## src/rtl/redirect_ctrl.sv

```systemverilog
// MEM-stage redirect controller: turns an M-stage redirect request into a fetch PC
// override plus pipeline flushes, holding the target while fetch is stalled.
// Optional build macro REDIR_ALIGN_CHK_EN: misaligned targets raise adel_req instead of redirecting.
module redirect_ctrl (
  input  logic        clk,
  input  logic        reset,
  input  logic        M_chk,
  input  logic [31:0] M_NPC,
  input  logic        M_valid,
  input  logic        F_stall,
  input  logic        exc_req,
  output logic        redir_valid,
  output logic [31:0] redir_pc,
  output logic        flush_FD,
  output logic        flush_DE,
  output logic        flush_EM,
  output logic        redir_busy,
`ifdef REDIR_ALIGN_CHK_EN
  output logic        adel_req,
  output logic [31:0] adel_addr,
`endif
  output logic        state_dbg
);

  typedef enum logic {IDLE, PEND} state_t;

  state_t      state, state_nxt;
  logic [31:0] tgt_q;
  logic        accept, latch_tgt;
  logic        rv_c, ffd_c, fde_c, fem_c;
  logic [31:0] pc_c;
`ifdef REDIR_ALIGN_CHK_EN
  logic        adel_c;
  logic [31:0] adel_addr_c;
`endif

  // Handshake: a request is taken only in IDLE with M_valid & M_chk and no exception;
  // redir_valid means F loads redir_pc at the next edge, no back-pressure beyond F_stall.
  assign accept = (state == IDLE) && M_valid && M_chk && !exc_req;

  always_comb begin
    state_nxt = state;
    rv_c      = 1'b0;
    pc_c      = 32'h0;
    ffd_c     = 1'b0;
    fde_c     = 1'b0;
    fem_c     = 1'b0;
    latch_tgt = 1'b0;
`ifdef REDIR_ALIGN_CHK_EN
    adel_c      = 1'b0;
    adel_addr_c = 32'h0;
`endif
    if (exc_req) begin
      // Exception wins: drop everything, abandon any pending redirect.
      state_nxt = IDLE;
    end else if (state == PEND) begin
      rv_c  = 1'b1;
      pc_c  = tgt_q;
      ffd_c = 1'b1;
      if (!F_stall) state_nxt = IDLE;
    end else if (accept) begin
      ffd_c = 1'b1;
      fde_c = 1'b1;
      fem_c = 1'b1;
`ifdef REDIR_ALIGN_CHK_EN
      if (M_NPC[1:0] != 2'b00) begin
        adel_c      = 1'b1;
        adel_addr_c = M_NPC;
      end else begin
        rv_c = 1'b1;
        pc_c = M_NPC;
        if (F_stall) begin
          state_nxt = PEND;
          latch_tgt = 1'b1;
        end
      end
`else
      rv_c = 1'b1;
      pc_c = {M_NPC[31:2], 2'b00};
      if (F_stall) begin
        state_nxt = PEND;
        latch_tgt = 1'b1;
      end
`endif
    end
  end

  always_ff @(posedge clk or negedge reset) begin
    if (!reset) begin
      state <= IDLE;
      tgt_q <= 32'h0;
    end else begin
      state <= state_nxt;
      if (latch_tgt) tgt_q <= pc_c;
    end
  end

  // Outputs are combinational from inputs, so gate them with reset directly.
  assign redir_valid = reset & rv_c;
  assign redir_pc    = reset ? pc_c : 32'h0;
  assign flush_FD    = reset & ffd_c;
  assign flush_DE    = reset & fde_c;
  assign flush_EM    = reset & fem_c;
  assign redir_busy  = reset & (state == PEND);
  assign state_dbg   = (state == PEND);
`ifdef REDIR_ALIGN_CHK_EN
  assign adel_req    = reset & adel_c;
  assign adel_addr   = reset ? adel_addr_c : 32'h0;
`endif

endmodule
```

## config.mk

```make
export PLATFORM = sky130hd
export DESIGN_NAME = redirect_ctrl
export DESIGN_NICKNAME = d
export VERILOG_FILES = /design/src/rtl/redirect_ctrl.sv
export SDC_FILE = /design/constraint.sdc
export NUM_CORES = 1
export LEC_CHECK = 0
export ABC_AREA = 1
export CAP_MARGIN = 15
export CORE_MARGIN = 2
export CORE_UTILIZATION = 30
export DETAILED_ROUTE_END_ITERATION = 6
export PLACE_DENSITY_LB_ADDON = 0.12
export SLEW_MARGIN = 20
export SYNTH_ARGS = -nofsm -noshare
export SYNTH_HDL_FRONTEND = slang
export SYNTH_SLANG_ARGS = --single-unit
```

## constraint.sdc

```tcl
create_clock -name clk -period 1.5 [get_ports clk]
set_input_delay 0.225 -clock clk [delete_from_list [all_inputs] [get_ports clk]]
set_output_delay 0.225 -clock clk [all_outputs]
set_load 0.05 [all_outputs]
```

-- Yosys cells after proc, flatten, opt, wreduce, memory -nomap -nowiden
Index checks and enable logic that the tools add are counted.
- add/subtract/negate cells: 0
- multiply operators: 0
- div/mod/pow operators: 0
- $lt $le $gt $ge: 0
- equality and inequality tests: 0
- shifts and indexed selects: 0
- mux-type cells: 15
- bitwise gates (word level): 4
- reduce and logical (&&, ||, !) cells: 4
- operators with widths (kind ; count):
    two-way mux 32 bit ; 4
    two-way mux 1 bit ; 11
    bitwise AND 1 bit ; 3
    logical AND 1 bit ; 3
    zero test 1 bit ; 1
    NOT 1 bit ; 1
- register bits: 33
- latch bits: 0
- RAM bits: 0
- bits in read-only memories: 0
- output and inout bits: 38
- word-level logic and storage cells: 25
- memories kept: 0

-- Logic depth before layout (Yosys ltp)
- depth after elaboration: 8
- depth in mapped cells: 8
- mapped depth without buffers: 6

-- Least setup slack after synthesis
OpenSTA, ideal clock, no wires.
- kind: register to output
- start point: reg state, in the netlist state_dbg
- end point: out redir_pc[10]
- arrival time: 1.981 ns
- required time: 1.275 ns
- setup slack: -0.706 ns
- cell stages (with the launch flop): 6
- buffers on the path: 1
- cell sequence: dfrtp_1 -> inv_1 -> nor2_2 -> buf_2 -> nand2_1 -> a21oi_1
- cells in the longest elaborated chain, start to end: 8
- RTL lines (what ; line ; RTL):
    start: declaration ; 27 ; state_t state, state_nxt;
    start signal: assignment ; 93 ; state <= state_nxt;
    NOT 1 bit ; 39 ; assign accept = (state == IDLE) && M_valid && M_chk && !exc_req;
    logical AND 1 bit (3 in series) ; 39 ;
    two-way mux 32 bit ; 61 ; end else if (accept) begin
    two-way mux 32 bit * ; 56 ; end else if (state == PEND) begin
    two-way mux 32 bit * ; 53 ; if (exc_req) begin
    two-way mux 32 bit * ; 100 ; assign redir_pc = reset ? pc_c : 32'h0;
    end: declaration ; 13 ; output logic [31:0] redir_pc,
Every way passes the cells marked *; elsewhere a longest branch is shown, timed or not.

-- Final worst setup path
- start point: reg state, in the netlist state_dbg
- end point: out redir_pc[31]
The elaborated chain is that of the path after synthesis.

==> impl_metrics.py <==
metrics = {
    "outcome": {
        "status": "finished with violations",
        "violations": "negative setup slack",
    },
    "power": {
        "power.density_mw_per_mm2": 602,
        "power_mw": 2.26,
        "p_leak_nw": 1.73,
        "ir_drop_v": 0.000503,
    },
    "critical_path": {
        "crit_family": "buffers and inverters",
        "worst_setup_path_end_kind": "output pin",
        "worst_path_most_repeated_cell": "buf_12",
        "cp_slowest_cell": "dfrtp_2",
        "path_buf_inv": 3,
        "crit_type": "reg2out",
        "critPathLaunchType": "flop",
        "cp_slowest_stage_delay_ps": 400,
        "worstPathArrival_ps": 1560,
        "cp_cell_sequence": "inv_1, nor2_4, buf_12, nand2_1, a21oi_4, buf_12",
        "cp_max_fo": 32,
        "cp.required_ps": 1270,
    },
    "yosys": {
        "synth_area_mm2": 0.00185,
        "seq_area_frac_synth": 0.446,
        "syn-num-nets": 312,
        "synth_area_per_cell_um2": 6.76,
        "synthCells": 274,
        "synth_top_area_cell": "dfrtp_1",
        "synth_area_leaders": "dfrtp_1 45%, nand2_1 32%, nand3_1 8.1%",
        "synthDistinctLibCells": 16,
        "synth_top_area_frac": 0.446,
        "synth_seq_cells": 33,
        "ys_warn_count": 0,
    },
    "detailed_routing": {
        "drt_iter0_drc": 109,
        "drt-total-wl_mm": 5.74,
        "ant_nets": 0,
        "wl_per_cell_um": 13.2,
        "vias": 2026,
        "drt_first_pass_iters": 4,
        "drcViolationCount": 0,
        "routed_via_density": 4.66,
    },
    "sta": {
        "fin_setup_tns_ps": -8570,
        "period_minus_slack_ps": 1790,
        "rsz0062_at_grt": "yes",
        "setup_viol": 36,
        "slew_violations": 0,
        "tightest_slew_ps": 306,
        "fin_skew_ps": 7.11,
        "relSlewSlack": 0.795,
        "setup_ws_ps": -285,
        "hold_viol": 0,
        "hold_ws_ps": 74.2,
        "fmax_mhz": 560,
        "timing.final.crit_share": 1.19,
    },
    "place": {
        "place_inst": 425,
        "io_buffers": 73,
        "dp_hpwl_mm": 4.00,
        "gp_congestion": 0.796,
    },
    "clock_network": {
        "clock_latency_ps": 280,
        "path_clk_slew_ps": 70,
        "cts_tree": "done",
        "ctsLongestPathBuffers": 2,
        "cts-root-buf": "clkbuf_8",
        "cts-htree-levels": 2,
        "numCtsBuffers": 5,
        "cts.sinks": 33,
    },
    "global_route": {
        "overflow": 0,
        "grt_use_total": 0.185,
        "antenna_found_initial": 0,
        "grt_pass1_wl_mm": 9.50,
        "grt_pass1_vias": 1942,
        "grt_max_degree": 34,
    },
    "layout": {
        "diodes": 0,
        "nNetsFinal": 397,
        "drive_above_1_share": 0.378,
        "fin_cells": 435,
        "area_growth_syn_to_layout_pct": 103,
    },
    "floorplanning": {
        "num_rows": 28,
        "die_x_um": 82.6,
        "coreArea_mm2": 0.00596,
        "die_area_mm2": 0.00682,
        "start_util": 0.311,
        "die-height_um": 82.6,
        "ios": 76,
    },
    "run": {
        "max_cap_violations": 0,
    },
    "min_path": {
        "hp-class": "in2async",
    },
}
## synthesized netlist by cell type
| master | instances |
|---|---|
| nand2_1 | 156 |
| dfrtp_1 | 33 |
| nand3_1 | 30 |
| a21oi_1 | 18 |
| buf_2 | 8 |
| inv_1 | 8 |
| buf_4 | 5 |
| clkbuf_1 | 4 |
| nor2_1 | 4 |
| nor2_2 | 2 |
| buf_1 | 1 |
| buf_6 | 1 |
| nand2_2 | 1 |
| nand3_2 | 1 |
| nor2_4 | 1 |
| o21bai_1 | 1 |
## metrics by stage
| step | worst slack [ps] | util | area [µm²] |
|---|---|---|---|
| 2_1_floorplan | -128 | - | 2290 |
| 6_report | -285 | 0.630 | 3750 |
| 5_1_grt | -358 | 0.630 | 3750 |
| 3_5_place_dp | -355 | 0.601 | 3580 |
| 4_1_cts | -315 | 0.626 | 3730 |
| 3_3_place_gp | -332 | 0.601 | 3580 |
## report_power, final
part	total [mW]	switching, mW	internal (mW)
Sequential	1.03	0.0471	0.979
Clock	0.644	0.322	0.321
Combinational	0.586	0.305	0.282
Total	2.26	0.674	1.58
## path summary, 6_finish.rpt
kind                                 startpoint               endpoint  depth (start not counted)  slack [ps]
min in group clk           tgt_q[9]$_DFFE_PN0P_   tgt_q[9]$_DFFE_PN0P_                          2         480
max in group asynchronous                 reset    state_dbg$_DFF_PN0_                          3        1230
hold / removal                            reset   tgt_q[3]$_DFFE_PN0P_                          3          70
setup / recovery            state_dbg$_DFF_PN0_           redir_pc[31]                          6        -290
hold reg to reg            tgt_q[9]$_DFFE_PN0P_   tgt_q[9]$_DFFE_PN0P_                          2         480
setup reg to reg            state_dbg$_DFF_PN0_  tgt_q[31]$_DFFE_PN0P_                          7         180
## routing by layer
metal | vias up | share of wire | track usage
met5 | - | 0 | 0
li1 | 1024 | - | -
met3 | 8 | 0.044 | 0.0326
met1 | 940 | 0.44 | 0.244
met4 | 0 | 0.015 | 0.0705
met2 | 54 | 0.50 | 0.302
## flip-flops by register name (all words and copies together) (netlist names)
signal	cells
state_dbg	1
tgt_q	32
## worst register-to-register path: cells and delay by family, from the launching register on
kind          cells  cell delay (ps)
buf+inv           2              340
flops             1              440
simple gates      5              490
## logic make-up (layout without fill, tap and decap cells)
kind of cell	count (synthesis)	count (layout)	synth area share
AO/OA/AOI/OAI	19	19	0.0527
flip-flops	33	33	0.446
AND/OR/NAND/NOR	195	195	0.427
buffers and inverters	27	113	0.0743
## layout make-up
type	count	area (µm²)
clock buffer	6	72.6
clock inverter	2	10.0
fill	511	2210
inverter	8	32.5
multi-input combinational	214	1320
sequential	33	827
tap	75	93.8
timing repair buffer	97	1390
## layout by cell type, fill, tap and decap left out
cell,n
a21oi_4,18
buf_12,46
buf_2,1
buf_4,14
buf_6,2
clkbuf_1,1
clkbuf_8,5
clkdlybuf4s50_1,33
clkinv_2,2
dfrtp_1,32
dfrtp_2,1
dlygate4sd2_1,1
inv_1,6
inv_2,1
inv_4,1
nand2_1,135
nand2_2,9
nand2_4,13
nand3_1,14
nand3_2,17
nor2_1,1
nor2_4,6
o21bai_1,1
## repair_timing
item | CTS | global route
hold endpoints to repair | 33 | 0
pin swaps | 2 | 1
hold buffers | 1 | 0
setup endpoints to repair | 36 | 36
setup buffers | 0 | 1
resized for setup | 12 | 6
(Power assumes the default switching activity.)
